$ cat config.mk
export PLATFORM = sky130hd
export DESIGN_NAME = fetch_ctrl
export DESIGN_NICKNAME = d
export VERILOG_FILES = /design/src/rtl/fetch_ctrl.sv
export SDC_FILE = /design/constraint.sdc
export NUM_CORES = 1
export LEC_CHECK = 0
export CAP_MARGIN = 10
export CORE_MARGIN = 2
export CORE_UTILIZATION = 55
export CTS_BUF_LIST = sky130_fd_sc_hd__clkbuf_4 sky130_fd_sc_hd__clkbuf_8
export DETAILED_ROUTE_END_ITERATION = 10
export PLACE_DENSITY_LB_ADDON = 0.25
export SETUP_SLACK_MARGIN = 0.05
export SYNTH_ARGS = -nofsm -noshare
export SYNTH_HDL_FRONTEND = slang
export SYNTH_SLANG_ARGS = --single-unit
export TNS_END_PERCENT = 50
$ cat constraint.sdc
create_clock -name clk_i -period 9.4 [get_ports clk_i]
set_input_delay 1.88 -clock clk_i [delete_from_list [all_inputs] [get_ports clk_i]]
set_output_delay 1.88 -clock clk_i [all_outputs]
set_load 0.1 [all_outputs]
$ cat src/rtl/fetch_ctrl.sv
// Instruction fetch controller: sequential PC generation into a 2-entry
// fetch buffer, with redirect flush, halt/drain and a pushed-word counter.
module fetch_ctrl #(
    parameter logic [31:0] RESET_PC = 32'h0000_0000,
    parameter int unsigned DEPTH    = 2
) (
    input  logic        clk_i,
    input  logic        rst_ni,
    output logic [31:0] imem_addr_o,
    input  logic [31:0] imem_instr_i,
    output logic        instr_valid_o,
    input  logic        instr_ready_i,
    output logic [31:0] instr_o,
    output logic [31:0] instr_pc_o,
    input  logic        redirect_i,
    input  logic [31:0] redirect_pc_i,
    input  logic        halt_i,
    output logic        halted_o,
    output logic [31:0] fetch_cnt_o
);

    typedef enum logic [1:0] {
        ST_BOOT,
        ST_RUN,
        ST_HALTED
    } state_t;

    state_t      r_state;
    state_t      w_state_nxt;

    logic [31:0] r_fetch_pc;
    logic [31:0] r_fetch_cnt;
    logic [1:0]  r_count;
    logic        r_rd_ptr;
    logic        r_wr_ptr;
    logic [31:0] r_buf_pc    [2];
    logic [31:0] r_buf_instr [2];

    logic        w_full;
    logic        w_pop;
    logic        w_push;
    logic [31:0] w_fetch_pc_nxt;
    logic [31:0] w_fetch_cnt_nxt;
    logic [1:0]  w_count_nxt;
    logic        w_rd_ptr_nxt;
    logic        w_wr_ptr_nxt;
    logic        w_unused_rpc_lsb;

    // Redirect targets are word aligned; the low bits are intentionally dropped.
    assign w_unused_rpc_lsb = ^redirect_pc_i[1:0];

    assign w_full = (r_count == 2'(DEPTH));
    assign w_pop  = (r_count != 2'd0) && instr_ready_i;
    assign w_push = (r_state == ST_RUN) && !halt_i && !redirect_i
                    && (!w_full || w_pop);

    always_comb begin
        w_state_nxt = r_state;
        unique case (r_state)
            ST_BOOT:   w_state_nxt = ST_RUN;
            ST_RUN:    if (halt_i)  w_state_nxt = ST_HALTED;
            ST_HALTED: if (!halt_i) w_state_nxt = ST_RUN;
            default:   w_state_nxt = ST_BOOT;
        endcase
    end

    // Redirect overrides both push and pop: the buffer is emptied outright.
    always_comb begin
        w_fetch_pc_nxt  = r_fetch_pc;
        w_fetch_cnt_nxt = r_fetch_cnt;
        w_count_nxt     = r_count;
        w_rd_ptr_nxt    = r_rd_ptr;
        w_wr_ptr_nxt    = r_wr_ptr;
        if (redirect_i) begin
            w_fetch_pc_nxt = {redirect_pc_i[31:2], 2'b00};
            w_count_nxt    = 2'd0;
            w_rd_ptr_nxt   = 1'b0;
            w_wr_ptr_nxt   = 1'b0;
        end else begin
            if (w_push) begin
                w_fetch_pc_nxt  = r_fetch_pc + 32'd4;
                w_fetch_cnt_nxt = r_fetch_cnt + 32'd1;
                w_wr_ptr_nxt    = ~r_wr_ptr;
            end
            if (w_pop) begin
                w_rd_ptr_nxt = ~r_rd_ptr;
            end
            w_count_nxt = r_count + {1'b0, w_push} - {1'b0, w_pop};
        end
    end

    always_ff @(posedge clk_i or negedge rst_ni) begin
        if (!rst_ni) begin
            r_state     <= ST_BOOT;
            r_fetch_pc  <= RESET_PC;
            r_fetch_cnt <= '0;
            r_count     <= '0;
            r_rd_ptr    <= 1'b0;
            r_wr_ptr    <= 1'b0;
        end else begin
            r_state     <= w_state_nxt;
            r_fetch_pc  <= w_fetch_pc_nxt;
            r_fetch_cnt <= w_fetch_cnt_nxt;
            r_count     <= w_count_nxt;
            r_rd_ptr    <= w_rd_ptr_nxt;
            r_wr_ptr    <= w_wr_ptr_nxt;
        end
    end

    always_ff @(posedge clk_i) begin
        if (w_push) begin
            r_buf_pc[r_wr_ptr]    <= r_fetch_pc;
            r_buf_instr[r_wr_ptr] <= imem_instr_i;
        end
    end

    assign imem_addr_o   = r_fetch_pc;
    assign instr_valid_o = (r_count != 2'd0);
    assign instr_o       = r_buf_instr[r_rd_ptr];
    assign instr_pc_o    = r_buf_pc[r_rd_ptr];
    assign halted_o      = (r_state == ST_HALTED) && (r_count == 2'd0);
    assign fetch_cnt_o   = r_fetch_cnt;

endmodule

Yosys cells after proc, flatten, opt, wreduce, memory -nomap -nowiden. Memory sizes are Yosys's and may differ from the RTL's. Cells that the tools add are included.

Output and inout port bits: 130. Memory bits (writable): 128. Bits of input ports: 69. Bits in registers: 70. Word-level logic and storage cells: 48. Memories kept: 2.

Mux-type cells: 12. $add $sub $neg: 4. Eq/ne operators: 5. Reductions and logical operators: 16. Bitwise gates (word level): 3.

Memory list: r_buf_instr (words 2, width 32, rd ports 1, clocked after memory_dff 0, wr ports 1, line 37) `logic [31:0] r_buf_instr [2];`; r_buf_pc (words 2, width 32, rd ports 1, clocked after memory_dff 0, wr ports 1, line 36) `logic [31:0] r_buf_pc [2];`.

Operator list (number): two-way mux 32 bit (2); adder 32 x 1 -> 32 bit (second input constant) (1); adder 32 x 3 -> 32 bit (second input constant) (1); two-way mux 1 bit (6); two-way mux 2 bit (3); case mux 2 bit (3 select lines) (1); nonzero test 2 bit (3); logical AND 1 bit (5); equality test 2 bit (second input constant) (2); zero test 2 bit (2); inequality test 2 bit (second input constant) (2); AND reduction 2 bit (2); zero test 1 bit (3); NOT 1 bit (3); adder 2 x 1 -> 2 bit (1); equality test 2 x 1 -> 1 bit (second input constant) (1); subtractor 2 x 1 -> 2 bit (1); logical OR 1 bit (1).

Depth between registers and ports, before layout. Gate-level depths: netlist of the first run.

Depth in word-level cells: 7. Depth in mapped cells: 8. Gate-level depth less buffers: 8.

Least setup slack after synthesis of the first run. No wires, ideal clock.

Path kind: in2reg. From: input port redirect_i. To: memory r_buf_instr[0][0] (enable). Stages: 4. Arrival time: 5.389 ns. Path buffers: 0. Slack: 3.529 ns. Path through: or4b_1 nor2_1 inv_1 nor2_1.

Cells in the longest elaborated chain, start to end: 5.

RTL lines: start: declaration (line 15) `input logic redirect_i,`; zero test 1 bit (line 54) `assign w_push = (r_state == ST_RUN) && !halt_i && !redirect_i`; logical AND 1 bit (line 54); logical AND 1 bit (line 55) `&& (!w_full || w_pop);`; two-way mux 1 bit (line 111) `if (w_push) begin`; two-way mux 1 bit (implied by the code) (line 113) `r_buf_instr[r_wr_ptr] <= imem_instr_i;`; end: declaration (line 37).

Every way passes these cells.

Worst setup path after layout of the first run.
From: register r_rd_ptr. To: output port instr_o[9].

Cells in the longest elaborated chain, start to end: 1.

RTL lines: start: declaration (line 34) `logic r_rd_ptr;`; start signal: assignment (line 105) `r_rd_ptr <= w_rd_ptr_nxt;`; memory read (2 x 32 bit); end: declaration (line 13) `output logic [31:0] instr_o,`.

Every way passes these cells.

==> impl_metrics.toml, run 1 <==
[status]
status = "finished, final reports clean"

[power]
power.density_nw_per_um2 = 257
peakVddDrop_mv = 0.440
p_total_mw = 2.72
power_leakage_nw = 3.82

[place]
pre_cts_ws_ps = 4580
gp_congestion = 0.804
dp_hpwl_um = 11900
io_buffers = 192

[routing]
via_count = 5469
final_antenna_net_count = 0
via_per_inst = 5.68
drc = 0
wl_per_cell_um = 18.5
drtIter0Drc = 342
routed_wl_um = 17800
firstDrtPassIters = 5

[cells_and_area]
syn_to_final_growth_pct = 30.5
antenna_cells = 0
drive_gt1_frac = 0.139
area.sequential_um2 = 5430
multi_input_area_um2 = 2530
fin_nets = 839
final_util = 0.730
fillerInstances = 972

[critical_path]
crit_chain = "buf_4 -> mux2_2 -> clkdlybuf4s50_1"
start_kind = "flop"
crit_type = "flop to output pin"
cp.required_ps = 7520
crit_path_top_delay_cell = "clkdlybuf4s50_1"
cpLargestDelayFamily = "buffers and inverters"
crit_fanout = 51
path_buf_inv = 2
critPathMaxStageDelay_ps = 1150
rrSetupSlack_ps = 6680
end_kind = "output pin"
crit_arrival_ps = 3120

[synthesis]
muxShareOfSynthArea = 0.0875
synth_area_per_cell_um2 = 14.1
synth-simple-area-share = 0.127
synth-xor-area-share = 0.0465
async_flop_share = 0.354
synth_cell_type_count = 46
synth.most_common_cell = "edfxtp_1"
synth_area_um2 = 8100
syn-instance-count = 576
synth_top_family_by_area = "simple AND/OR/NAND/NOR gates"
ys_warn_count = 0
ys_ff_latch = 192
synth.largest_area_cell = "edfxtp_1"
synth_area_leaders = "edfxtp_1 46%, dfrtp_1 21%, mux2_2 8.6%"
ys.flop_type = "edfxtp_1"
seq_area_frac_synth = 0.670
synth_edf_count = 124
yosys-top-cells-count = "124 x edfxtp_1, 68 x dfrtp_1, 62 x mux2_2"
yosys.area_share.adder = 0.00618
synth-compound-area-share = 0.0416
synth_top_area_frac = 0.460

[die]
die_h_um = 125
die_w_um = 125
die-area_um2 = 15700
start_util = 0.559
pin_count = 199
rows = 44
coreArea_um2 = 14500

[sta]
tns_ps = 0
setup_viol = 0
slew_viol_final = 0
fin_skew_ps = 9.35
tightest_slew_ps = 1130
min_period_over_period = 0.532
fmax_mhz = 200
fin_ws_ps = 4400
slew_headroom = 0.243
rsz0062_at_grt = "no"
hold_viol_final = 0
finalCriticalPeriod_ps = 5000
holdWs_ps = 484

[grt]
grt_overflow = 0
grt_max_degree = 69
grt_util_all_layers = 0.224
grt_first_pass_wirelength_um = 28100
antenna_found_initial = 0
grt_pass1_vias = 5438

[flow_run]
drv_cap = 0

[clock_network]
insertion_delay_ps = 450
cts.sinks = 192
cts.htree.levels = 4
cts_root_buffer = "clkbuf_8"
path_clk_slew_ps = 100
cts_buffer_depth = 2
cts_buffers = 17
cts_tree = "done"
ctsResizeCount = 0
cts_hold_buf = 0
post-cts-setup-buffers = 0

[worst_hold_path]
hold_class = "flop to flop"
placed cells by master (no fill, tap or decap), drive strengths merged, types with 8 or more instances in the layout:
| cell type | Yosys | layout |
|---|---|---|
| or3 | 8 | 8 |
| inv | 10 | 15 |
| nand4 | 20 | 20 |
| mux2 | 62 | 62 |
| xor2 | 20 | 20 |
| or4 | 18 | 18 |
| a31oi | 18 | 18 |
| and3 | 9 | 9 |
| o21ai | 19 | 19 |
| clkdlybuf4s50 | 0 | 191 |
| dfrtp | 68 | 68 |
| nand2 | 31 | 31 |
| nor2 | 29 | 29 |
| clkbuf | 17 | 17 |
| nand3 | 20 | 20 |
| xnor2 | 23 | 23 |
| edfxtp | 124 | 124 |
| o31ai | 11 | 11 |
| and4 | 9 | 9 |
| clkinv | 0 | 9 |
worst paths after layout:
path                                 start                 end  cells after the start
max in group asynchronous           rst_ni            r_rd_ptr                      2
min in group asynchronous           rst_ni     fetch_cnt_o[16]                      2
max reg2reg                     r_state[1]  r_buf_instr[0][20]                      5
max                               r_rd_ptr          instr_o[9]                      3
min reg2reg                fetch_cnt_o[31]     fetch_cnt_o[31]                      1
min                        fetch_cnt_o[31]     fetch_cnt_o[31]                      1
layer usage:
layer,GRT usage,share of wire,vias up
met3,0.0428,0.053,27
li1,-,-,2551
met5,0,0,-
met1,0.298,0.42,2713
met2,0.373,0.51,178
met4,0.0824,0.019,0
layout make-up:
cell class,count,area share
Sequential cell,192,0.513
Multi-Input combinational cell,348,0.240
Timing Repair Buffer,197,0.185
Clock buffer,17,0.0221
Tap cell,184,0.0218
Clock inverter,15,0.0146
Inverter,10,0.00355
flip-flops by register name, indices dropped and copies added (netlist names):
signal and count:
r_buf_pc 60, r_wr_ptr 1, fetch_cnt_o 32, imem_addr_o 30, r_buf_instr 64, r_rd_ptr 1
r_state 2, r_count 2
through the flow:
step,area [um^2],cells
floorplan,8110,579
global placement,10200,931
detailed placement,10200,931
CTS,10600,963
global route,10600,963
finish,10600,963
power breakdown:
part | switching [mW] | internal [mW] | leakage (nW)
clock network | 0.302 | 0.218 | 0.198
logic | 0.867 | 0.296 | 1.63
registers | 0.0659 | 0.969 | 1.98
kinds of logic after synthesis:
family / Yosys count
DFF: 192
and+or+nand+nor: 180
muxes: 63
AOI/OAI and AO/OA: 54
xor gates and xnor gates: 43
buffers and inverters: 39
adders and majority gates: 4
other: 1
Note: power is estimated with default switching activity, not from simulation.
==> run 2, diff against run 1 <==
Settings changed: CORE_UTILIZATION 55 to 51.
Clock period 9.4 ns to 4.9 ns, I/O delays scaled along.
==> run 2 against run 1 <==
- sequential share of layout area fell by 0.60 points
- largest power group unchanged
- flip-flop and latch count did not move
- critical endpoint is now instr_pc_o[14]
- clock power rose by 110%
- wire length rose by 1.9%
==> impl_metrics.toml, run 2 (synthesis gave the netlist of run 1 again) <==
[power]
power.density_nw_per_um2 = 499
power_leakage_nw = 3.85
peakVddDrop_mv = 0.249

[critical_path]
cp-endpoint = "instr_pc_o[14]"
cp.required_ps = 3920
end_kind = "output pin"
rrSetupSlack_ps = 2280
r2r_end = "r_count[0]"
startpoint = "r_rd_ptr"
crit_type = "flop to output pin"
r2r_start = "r_count[0]"
start_kind = "flop"
crit_arrival_ps = 3020
r2r_cells = 7
crit_fanout = 36

[flow_run]
drv_cap = 0

[die]
die_h_um = 130
die-area_um2 = 16900
die_w_um = 130
coreArea_um2 = 15700
start_util = 0.515
pin_count = 199
rows = 46

[clock_network]
cts.htree.levels = 4
insertion_delay_ps = 460
cts_hold_buf = 0
ctsResizeCount = 0
cts_root_buffer = "clkbuf_8"
cts.sinks = 192
cts_tree = "done"
cts_buffer_depth = 2
cts_buffers = 17
post-cts-setup-buffers = 0
path_clk_slew_ps = 90

[sta]
slew_viol_final = 0
fin_skew_ps = 14.5
tightest_slew_ps = 1080
holdWs_ps = 480
tns_ps = 0
fin_ws_ps = 898
min_period_over_period = 0.817
fmax_mhz = 250
slew_headroom = 0.278
rsz0062_at_grt = "no"
finalCriticalPeriod_ps = 4000
hold_viol_final = 0
setup_viol = 0

[routing]
routed_wl_um = 18100
final_antenna_net_count = 0
wl_per_cell_um = 18.2
firstDrtPassIters = 5
via_per_inst = 5.48
drc = 0
drtIter0Drc = 335
via_count = 5465

[grt]
grt_overflow = 0
grt_util_all_layers = 0.214
grt_first_pass_wirelength_um = 27600
antenna_found_initial = 0
grt_max_degree = 39
grt_pass1_vias = 5483

[place]
gp_congestion = 0.822
dp_hpwl_um = 12300
io_buffers = 192
place_area_um2 = 10300
pre_cts_ws_ps = 1190

[worst_hold_path]
min_path_cells = 1
hold_class = "flop to flop"

[cells_and_area]
final_cell_mix = "191 x clkdlybuf4s50_1, 124 x edfxtp_1, 67 x dfrtp_1"
fillerInstances = 1133
antenna_cells = 0
area.sequential_um2 = 5430
largest_reg_flops = 64
multi_input_area_um2 = 2520
fin_area_um2 = 10700
syn_to_final_growth_pct = 32.1
final_util = 0.680
drive_gt1_frac = 0.138
layout_commonest_cell = "clkdlybuf4s50_1"
top_register = "r_buf_instr"
fin_nets = 841

[status]
status = "finished, final reports clean"
-- run 2: worst min path at each step --
stage	start	end	slack [ps]
global route	fetch_cnt_o[31]	fetch_cnt_o[31]	510
global placement	fetch_cnt_o[31]	fetch_cnt_o[31]	460
detailed placement	fetch_cnt_o[31]	fetch_cnt_o[31]	460
floorplan	r_wr_ptr	r_wr_ptr	540
CTS	fetch_cnt_o[31]	fetch_cnt_o[31]	480
finish	fetch_cnt_o[31]	fetch_cnt_o[31]	480
-- run 2: layer usage --
metal  part of all wire  global-route usage
met1               0.41               0.264
met5                  0                   0
met3              0.070              0.0660
met4              0.014              0.0715
met2               0.51               0.363
-- run 2: power by group --
group | total [mW] | internal [mW] | switching [mW]
Combinational | 2.22 | 0.577 | 1.65
Sequential | 2.01 | 1.86 | 0.150
Clock | 1.10 | 0.522 | 0.578
-- run 2: worst max-delay path, cell delays in order, from the launching register on --
cell	delay, ps
dfrtp_2	890
buf_12	310
mux2_2	370
clkdlybuf4s50_1	980
-- run 2: cell type report --
type / instances / share of cell area
multi-input cells: 348 / 0.236
inverters: 10 / 0.00351
repair buffers: 199 / 0.187
clock buffers: 17 / 0.0219
flip-flops and latches: 192 / 0.508
well taps: 216 / 0.0253
clock inverters: 15 / 0.0191
-- run 2: metrics by stage --
stage	power [mW]	cells
6_report	5.33	997
5_1_grt	5.51	997
4_1_cts	5.36	997
3_5_place_dp	4.27	965
3_3_place_gp	4.23	965
2_1_floorplan	3.73	579
==> patch 1, RTL diff (config.mk and constraints of run 1) <==
Put one more register stage on the output `fetch_cnt_o`. The value now appears one clock later. The other outputs are not delayed to match.
--- a/src/rtl/fetch_ctrl.sv
+++ b/src/rtl/fetch_ctrl.sv
@@ -121,3 +121,5 @@
     assign halted_o      = (r_state == ST_HALTED) && (r_count == 2'd0);
-    assign fetch_cnt_o   = r_fetch_cnt;
+    always_ff @(posedge clk_i) begin
+        fetch_cnt_o <= r_fetch_cnt;
+    end
 
Check against the original RTL: not equivalent (Yosys sat finds a counterexample within 4 cycles, from zero or initial values and one cycle with rst_ni low).
==> patch 1 against run 1 <==
Largest power group is now registers; wire length up 15%; sequential cell count up 32; cell area up 10%; area after synthesis up 8.5%; via count up 8.5%; power up 20%; worst setup slack worse by 0.033 ns; clock power up 61%; sequential power up 16%.
==> patch 1: results (changes against run 1) <==
- Result of the run: finished clean (unchanged)
- Post-DP Area: 10900 um^2 (was 10200 um^2)
- Final Net Count: 900 (was 839)
- Peak supply drop: 0.171 mV (was 0.440 mV)
- EDFF count, synth: 124 (unchanged)
- Fraction of registers with async set or reset after synthesis: 0.304 (was 0.354)
- Total of fill cells in the finished design: 1033 (was 972)
- Number of CTS-inserted buffers: 37 (was 17)
- Sequential power share: 0.372 (was 0.381)
- Post-synthesis cell type count: 46 (unchanged)
- Antenna violations before repair: 1 (was 0)
- Non-filler instance count after layout: 1072 (was 963)
- Routing usage on met2: 0.408 (was 0.373)
- Clock latency on the worst-skew pair: 0.52 ns (was 0.45 ns)
- Antenna Diode Count: 0 (unchanged)
- Worst-path fanout max: 56 (was 51)
- Wire length of the first global-routing pass: 30.7 mm (was 28.1 mm)
- Top Layer Used: met4 (unchanged)
- Via count of the first global-routing pass: 6034 (was 5438)
- Top area cells in the synthesized netlist: edfxtp_1, dfrtp_1, mux2_2 (unchanged)
- Overall Global Routing Usage: 0.234 (was 0.224)
- Proportion of synthesized chip area in sequential cells: 0.691 (was 0.670)
- Reg clk slew, reported paths: 0.06 ns (was 0.10 ns)
- Worst-case headroom to the max-slew limit: 0.304 (was 0.243)
- Data arrival time of the critical path: 3.15 ns (was 3.12 ns)
- M1 GR Usage: 0.272 (was 0.298)
- Post-DP HPWL: 13.2 mm (was 11.9 mm)
- Design internal power: 0.00191 W (was 0.00148 W)
- Met1 WL: 7.95 mm (was 7.47 mm)
- Fraction of final layout cells sized beyond drive strength 1: 0.164 (was 0.139)
- Routed length on met3: 1.61 mm (was 939 um)
- DRT Wirelength: 20.4 mm (was 17.8 mm)
- Final Skew: 0.0149 ns (was 0.00935 ns)
- Commonest cells post-synth: edfxtp_1, dfrtp_1, mux2_2, nand2_1, dfxtp_1 (was edfxtp_1, dfrtp_1, mux2_2, nand2_1, nor2_1)
- Detail Route met2 WL: 10.3 mm (was 9.02 mm)
- Met3 Track Usage GR: 0.0631 (was 0.0428)
- Synthesized area per cell: 14.2 um^2 (was 14.1 um^2)
- Placer congestion estimate: 0.792 (was 0.804)
- Number of H-tree branching levels: 2 (was 4)
- Number of instances in the placed design: 1003 (was 931)
- Initial detailed-routing violation count: 325 (was 342)
- Bufs on Longest Clock Path: 3 (was 2)
- Post-Place Setup Slack: 4.53 ns (was 4.58 ns)
- Number of vias after detailed routing: 5932 (was 5469)
- Comb pwr share: 0.370 (was 0.428)
- Static Leakage: 4.32 nW (was 3.82 nW)
[patch 1: changes by cell type after synthesis, sizes merged, moves of 4 or more]
cell / delta
xor2: +9
or3: -4
o21ai: -4
nand4: -5
nor4: +11
dfxtp: +32
and3: -5
xnor2: -10
nand3: +6
[patch 1: metrics by stage]
stage	power [W]	util	hold WS (ns)
after floorplan	0.00215	-	0.347
after global placement	0.00241	0.691	0.360
after detailed placement	0.00243	0.691	0.370
after CTS	0.00328	0.738	0.376
after global routing	0.00337	0.739	0.379
final	0.00325	0.739	0.374
[patch 1: cells by family (layout without fill, tap and decap cells)]
kind of cell	count (synthesis)	count (layout)	share of synthesized area
AOI/OAI and AO/OA	57	57	0.0420
xor gates and xnor gates	42	42	0.0419
adders and majority gates	4	4	0.00570
buffers and inverters	40	276	0.0189
DFF	224	224	0.691
muxes	63	63	0.0806
other	1	4	0.000427
and+or+nand+nor	186	186	0.120
[patch 1: cell type report]
cell class                      count  share of cell area
Inverter                           10             0.00322
Multi-Input combinational cell    356               0.221
Clock inverter                     12             0.00504
Clock buffer                       56              0.0586
Timing Repair Buffer              198               0.169
Tap cell                          216              0.0232
Sequential cell                   224               0.520
[patch 1: final timing paths]
kind | start | to | slack (ns) | cells past startpoint
hold / removal | r_fetch_cnt[19] | fetch_cnt_o[19] | 0.37 | 0
max in group asynchronous | rst_ni | r_rd_ptr | 7.16 | 2
setup reg to reg | r_state[1] | r_buf_instr[0][2] | 6.61 | 5
hold reg to reg | r_fetch_cnt[19] | fetch_cnt_o[19] | 0.37 | 0
setup / recovery | r_rd_ptr | instr_pc_o[10] | 4.37 | 3
min in group asynchronous | rst_ni | r_fetch_cnt[10] | 1.58 | 2
==> patch 2, RTL diff (settings of run 1) <==
Without the edit above. The 3 states of `state_t` get a one-hot encoding in 3 bits.
--- a/src/rtl/fetch_ctrl.sv
+++ b/src/rtl/fetch_ctrl.sv
@@ -21,6 +21,6 @@
 
-    typedef enum logic [1:0] {
-        ST_BOOT,
-        ST_RUN,
-        ST_HALTED
+    typedef enum logic [2:0] {
+        ST_BOOT   = 3'b001,
+        ST_RUN    = 3'b010,
+        ST_HALTED = 3'b100
     } state_t;
Function: no difference found for any inputs over 4 cycles, from zero or initial values and one cycle with rst_ni low; so few cycles prove little.
==> patch 2 against run 1 <==
Cell area is 0.82% lower; area after synthesis decreased by 1.0%; first-iteration DRC count fell by 17%; worst hold slack lost 0.0089 ns; wire length fell by 3.5%; sequential cell count is 1 higher; die area shrank 0.97%; power increased by 1.3%; worst setup slack better by 0.069 ns; via count decreased by 6.3%; maximum frequency increased by 1.4%; critical path type unchanged; critical endpoint is now instr_pc_o[25]; largest power group unchanged; highest routed layer unchanged.
==> patch 2: results (changes against run 1) <==
- Post-DP HPWL: 11.3 mm (was 11.9 mm)
- Critical register-to-register path endpoint: r_buf_pc[0][4] (was r_buf_instr[0][20])
- Final Skew: 0.0155 ns (was 0.00935 ns)
- Startpoint of the most critical register-to-register path: r_state[2] (was r_state[1])
- Data arrival time of the critical path: 3.05 ns (was 3.12 ns)
- Fraction of final layout cells sized beyond drive strength 1: 0.147 (was 0.139)
- End of the critical path: instr_pc_o[25] (was instr_o[9])
- Number of instances in the placed design: 914 (was 931)
- Cell count after synthesis: 559 (was 576)
- Detail Route met2 WL: 8.55 mm (was 9.02 mm)
- Via count of the first global-routing pass: 5223 (was 5438)
- Antenna violations before repair: 1 (was 0)
- Maximum number of pins on one net before global-route repair: 70 (was 69)
- Peak supply drop: 0.188 mV (was 0.440 mV)
- Post-synthesis cell type count: 42 (was 46)
- Setup slack after layout: 4.47 ns (was 4.40 ns)
- Overall Global Routing Usage: 0.224 (about the same)
- Met1 WL: 7.22 mm (was 7.47 mm)
- Proportion of synthesized chip area in sequential cells: 0.680 (was 0.670)
- Result of the run: finished clean (unchanged)
- Final Net Count: 822 (was 839)
- Number of vias after detailed routing: 5127 (was 5469)
- Worst reg2reg setup slack: 6.39 ns (was 6.68 ns)
- Routed length on met3: 1.10 mm (was 939 um)
- Worst-path fanout max: 58 (was 51)
- Initial detailed-routing violation count: 285 (was 342)
- Commonest cells post-synth: edfxtp_1, dfrtp_1, mux2_2, nand2_1, xnor2_1 (was edfxtp_1, dfrtp_1, mux2_2, nand2_1, nor2_1)
- Fraction of registers with async set or reset after synthesis: 0.358 (was 0.354)
- First-pass iteration count of the detailed router: 4 (was 5)
[patch 2: final cells by class]
class                           instances  area [um^2]
Clock inverter                         13          159
Clock buffer                           18          241
Sequential cell                       193         5450
Fill cell                             931         3890
Timing Repair Buffer                  195         1940
Inverter                               10         37.5
Tap cell                              184          230
Multi-Input combinational cell        332         2420
[patch 2: per-layer routing]
metal	up-vias	global-route usage
met3	22	0.0627
met5	-	0
met2	168	0.380
li1	2403	-
met1	2534	0.275
met4	0	0.0800
[patch 2: worst min path at each step]
stage	slack (ns)	cells after the start	startpoint	end
global placement	0.47	1	fetch_cnt_o[31]	fetch_cnt_o[31]
detailed placement	0.47	1	fetch_cnt_o[31]	fetch_cnt_o[31]
floorplan	0.52	2	r_wr_ptr	r_wr_ptr
finish	0.48	1	fetch_cnt_o[31]	fetch_cnt_o[31]
global route	0.52	1	fetch_cnt_o[31]	fetch_cnt_o[31]
CTS	0.49	1	fetch_cnt_o[31]	fetch_cnt_o[31]
[patch 2: kinds of logic after synthesis]
| family | count (synthesis) | synth area share |
|---|---|---|
| buffers and inverters | 37 | 0.0198 |
| AO/OA/AOI/OAI | 32 | 0.0208 |
| flip-flops | 193 | 0.680 |
| other | 1 | 0.000468 |
| multiplexers | 65 | 0.0910 |
| adder cells (fa/ha/maj) | 4 | 0.00625 |
| XOR/XNOR | 63 | 0.0689 |
| AND/OR/NAND/NOR | 164 | 0.113 |
[patch 2: worst reg2reg max path: cells and delay by family, from the launching register on]
family | cells | cell delay [ns]
and+or+nand+nor | 4 | 1.25
buffers and inverters | 2 | 0.83
DFF | 1 | 0.47
[patch 2: report_power, final]
part           internal (W)  switching, W  total, W
Sequential         0.000971     0.0000583   0.00103
Clock              0.000266      0.000285  0.000550
Combinational      0.000302      0.000871   0.00117
Total               0.00154       0.00121   0.00275
